## config.mk

```make
export PLATFORM = sky130hd
export DESIGN_NAME = msrv32_integer_file
export DESIGN_NICKNAME = d
export VERILOG_FILES = /design/src/rtl/msrv32_pkg.sv /design/src/rtl/msrv32_regfile_rd_port.sv /design/src/rtl/msrv32_integer_file.sv
export SDC_FILE = /design/constraint.sdc
export NUM_CORES = 2
export LEC_CHECK = 0
export BUFFER_PORTS_ARGS = -buffer_cell sky130_fd_sc_hd__buf_2
export CORE_MARGIN = 2
export CORE_UTILIZATION = 40
export CTS_CLUSTER_DIAMETER = 30
export DETAILED_ROUTE_END_ITERATION = 6
export GPL_TIMING_DRIVEN = 1
export PLACE_DENSITY = 0.53
export RECOVER_POWER = 50
export REMOVE_ABC_BUFFERS = 1
export SYNTH_ARGS = -nofsm -noshare
export SYNTH_HDL_FRONTEND = slang
export SYNTH_SLANG_ARGS = --single-unit
```

## constraint.sdc

```tcl
create_clock -name clk_in -period 3.3 [get_ports clk_in]
set_clock_uncertainty 0.2 [all_clocks]
set_input_delay 0.495 -clock clk_in [delete_from_list [all_inputs] [get_ports clk_in]]
set_output_delay 0.495 -clock clk_in [all_outputs]
set_load 0.005 [all_outputs]
```

## src/rtl/msrv32_pkg.sv

```systemverilog
// msrv32_pkg: shared widths, register-file constants and write-back select encodings
package msrv32_pkg;
    localparam int XLEN = 32;
    localparam int NREGS = 32;
    localparam int REG_ADDR_W = $clog2(NREGS);
    typedef logic [XLEN-1:0] xlen_t;
    typedef logic [REG_ADDR_W-1:0] reg_addr_t;
    localparam reg_addr_t ZERO_REG = 5'd0;
    typedef enum logic [2:0] {
        WB_ALU     = 3'b000,
        WB_LU      = 3'b001,
        WB_IMM     = 3'b010,
        WB_IADDER  = 3'b011,
        WB_CSR     = 3'b100,
        WB_PC_PLUS = 3'b101
    } wb_sel_t;
endpackage

```

## src/rtl/msrv32_regfile_rd_port.sv

```systemverilog
// msrv32_regfile_rd_port: combinational read port with x0 zero-force
// and write-through forwarding when MSRV32_REGFILE_BYPASS_EN is defined.
module msrv32_regfile_rd_port
    import msrv32_pkg::*;
(
    input  logic [NREGS-1:0][XLEN-1:0] regs,
    input  reg_addr_t                  addr,
`ifdef MSRV32_REGFILE_BYPASS_EN
    input  logic                       wr_q,
    input  reg_addr_t                  wr_addr,
    input  xlen_t                      wr_data,
`endif
    output xlen_t                      data
);
`ifdef MSRV32_REGFILE_BYPASS_EN
    // wr_q already excludes x0, so forwarding can never override the zero read
    assign data = (addr == ZERO_REG) ? '0 : (wr_q && wr_addr == addr) ? wr_data : regs[addr];
`else
    assign data = (addr == ZERO_REG) ? '0 : regs[addr];
`endif
endmodule

```

## src/rtl/msrv32_integer_file.sv

```systemverilog
// msrv32_integer_file: 32x32 integer register file, one sync write, two comb reads.
// Define MSRV32_REGFILE_BYPASS_EN to forward same-cycle writes to the read ports.
module msrv32_integer_file
    import msrv32_pkg::*;
(
    input  logic      clk_in,
    input  logic      rst_in,
    input  reg_addr_t rs_1_addr_in,
    input  reg_addr_t rs_2_addr_in,
    input  reg_addr_t rd_addr_in,
    input  xlen_t     rd_in,
    input  logic      wr_en_in,
    input  logic      flush_in,
    output xlen_t     rs_1_out,
    output xlen_t     rs_2_out
);
    logic [NREGS-1:1][XLEN-1:0] reg_file;
    logic [NREGS-1:0][XLEN-1:0] regs;
    logic wr_q;

    assign wr_q = wr_en_in & ~flush_in & (rd_addr_in != ZERO_REG) & ~rst_in;
    // slot 0 is a constant so read ports can index uniformly; it is never stored
    assign regs = {reg_file, {XLEN{1'b0}}};

    always_ff @(posedge clk_in) begin
        if (rst_in)
            reg_file <= '0;
        else if (wr_q)
            reg_file[rd_addr_in] <= rd_in;
    end

    msrv32_regfile_rd_port u_rd_port_1 (
        .regs    (regs),
        .addr    (rs_1_addr_in),
`ifdef MSRV32_REGFILE_BYPASS_EN
        .wr_q    (wr_q),
        .wr_addr (rd_addr_in),
        .wr_data (rd_in),
`endif
        .data    (rs_1_out)
    );

    msrv32_regfile_rd_port u_rd_port_2 (
        .regs    (regs),
        .addr    (rs_2_addr_in),
`ifdef MSRV32_REGFILE_BYPASS_EN
        .wr_q    (wr_q),
        .wr_addr (rd_addr_in),
        .wr_data (rd_in),
`endif
        .data    (rs_2_out)
    );
endmodule

```

==> results.yml <==
setup_path:
  crit_chain: "mux2_4 -> o22ai_2 -> or3_1 -> o211ai_1 -> buf_4 -> buf_6"
  worstSetupPathType: "register to output pin"
  worstSetupStartpointType: "register"
  cp_slowest_cell: "o211ai_1"
  cp_data_arrival_time_ps: 2720
  cp-end-kind: "output pin"
  path_max_fanout: 3
  r2r_setup_slack_ps: 1950
  required_ps: 2600
  cp_slowest_stage_delay_ps: 600
synthesis:
  syn-cell-area_um2: 51500
  ys_seq_area_share_pct: 38.6
  synth-edff-count: 0
  postSynthCellCount: 6151
  synth_common_cells: "nand2_1, a21oi_1, dfxtp_1, mux2i_1, clkbuf_1"
  yosysTopAreaCellShare_pct: 38.6
  synth_area_leaders: "dfxtp_1, nand2_1, a21oi_1"
  syn_area_per_cell_um2: 8.37
  async_flop_share_pct: 0
  synth_ff_type: "dfxtp_1"
  yosys.area.top_type: "dfxtp_1"
  synth-seq-cells: 992
  synth.distinct_cells: 49
  synth.most_common_cell: "nand2_1"
  yosys_warnings: 0
placed_design:
  place_inst: 7599
  dp_hpwl_mm: 140
  port-buffer-count: 114
  place_area_um2: 54700
  place.gp.congestion: 0.894
final_layout:
  fin_nets: 6267
  top_regs: "reg_file: 992 flops"
  fin_cells: 8084
  regMostFlops: "reg_file"
  drive_above_1_share_pct: 20.0
  design_area_um2: 63200
  n_fill_cell: 12000
  area_delta_synth_final_pct: 22.8
  utilization_pct: 49.5
  largest_register_ffs: 992
clock_tree:
  h-tree-depth: 4
  cts_buffer_depth: 3
  cts_tree: "built"
  clockRootBuffer: "clkbuf_16"
  path_clk_slew_ps: 40
  clock_latency_ps: 850
  cts_buffers: 239
  clock-sinks: 992
power:
  power_mw: 39.4
  power_density_nw_per_um2: 623
  cellLeakagePower_nw: 22.5
  ir_drop_mv: 0.515
run_status:
  violations: "setup timing"
  outcome: "complete, but fails checks"
sta:
  slew_headroom_pct: 8.59
  fmax_mhz: 293
  rsz0062_at_grt: "yes"
  setup_ws_ps: -112
  tightest_slew_ps: 1370
  hold_violations: 0
  maxSlewViolCount: 0
  min_period_ps: 3410
  fin_crit_sh_pct: 103
  finalSetupViolCount: 3
detailed_routing:
  dr.pass1.iters: 6
  drcViolationCount: 0
  avgRoutedWirePerCell_um: 29.1
  drtIter0Drc: 7024
  viasPerCell: 6.20
  drt_wl_total_mm: 235
  antenna_left: 0
  vias: 50100
run:
  cap_violations: 0
global_route:
  grt_pass1_wl_mm: 335
  grt.overflow.total: 0
  grt_usage_pct: 34.7
  antenna_found_initial: 17
  grt_pass1_vias: 46900
  grt_max_degree: 188
die:
  io_pins: 115
  die_y_um: 363
  die_w_um: 363
  coreArea_um2: 128000
  initial_core_util_pct: 40.3
  die_area_um2: 132000
  placement_rows: 131
worst_hold_path:
  hold_class: "input port to register"
critical path: cells and delay by family, from the launching register on:
family	cells	cell delay [ps]
muxes	1	140
DFF	1	330
and+or+nand+nor	1	350
buffers and inverters	2	360
AOI/OAI and AO/OA	2	680
kinds of logic (layout without fill, tap and decap cells):
kind of cell / count (synthesis) / after routing / share of synthesized area [%]
AND/OR/NAND/NOR: 2200 / 2200 / 17.4
AO/OA/AOI/OAI: 1547 / 1547 / 17.9
flip-flops: 992 / 992 / 38.6
multiplexers: 766 / 766 / 19.6
buffers and inverters: 646 / 913 / 6.49
other: 0 / 4 / 0
placed cells by master, fill, tap and decap left out, types with 28 or more instances in the layout:
cell / count
a21oi_1: 1001
a221o_1: 38
a221oi_1: 46
a22oi_1: 173
buf_12: 74
buf_2: 106
buf_4: 219
bufinv_16: 31
clkbuf_1: 41
clkbuf_16: 240
clkbuf_8: 51
clkinv_2: 39
clkinvlp_4: 29
dfxtp_1: 973
dlygate4sd3_1: 30
mux2_2: 152
mux2i_1: 431
mux4_2: 180
nand2_1: 1990
nand3_1: 58
nand3_2: 28
o211ai_1: 63
o22ai_1: 103
or3_1: 32
final timing paths:
kind	startpoint	cells after the start	to
max	reg_file[168]	6	rs_1_out[8]
min	flush_in	5	reg_file[498]
max reg2reg	reg_file[673]	3	reg_file[673]
min reg2reg	reg_file[72]	2	reg_file[72]
routing by layer:
metal  share of wire (%)  GRT usage [%]
met1                  41           48.1
met2                  43           51.1
met3                  12           8.32
met4                 4.4           14.8
met5              0.0089              0
area by class of cell:
class	instances	area, um^2	share of cell area [%]
multi-input combinational	4513	28500	45.1
sequential	992	19900	31.4
clock buffer	326	6840	10.8
timing repair buffer	470	4290	6.78
tap	1662	2080	3.29
clock inverter	117	1630	2.57
antenna	4	10.0	0.0158
power by group:
part,switching [mW],internal (mW)
Combinational,1.87,0.950
Clock,7.72,16.8
Sequential,0.0220,12.0
through the flow:
stage | setup WS (ps) | setup TNS [ps] | hold WS [ps]
after floorplan | -834 | -35180 | 236
after global placement | -193 | -355 | 250
after detailed placement | -170 | -340 | 258
after CTS | -4.93 | -4.93 | 0.442
after global routing | -109 | -500 | 51.1
final | -112 | -173 | 14.5
repair_timing:
action / CTS / global route
cloned: 1 / 0
setup endpoints to repair: 8 / 16
hold buffers: 30 / 0
pin swaps: 5 / 9
endpoints found under the hold margin: 675 / 0
setup buffers: 0 / 9
gates resized for setup: 22 / 33
Note: power is estimated with default switching activity, not from simulation.
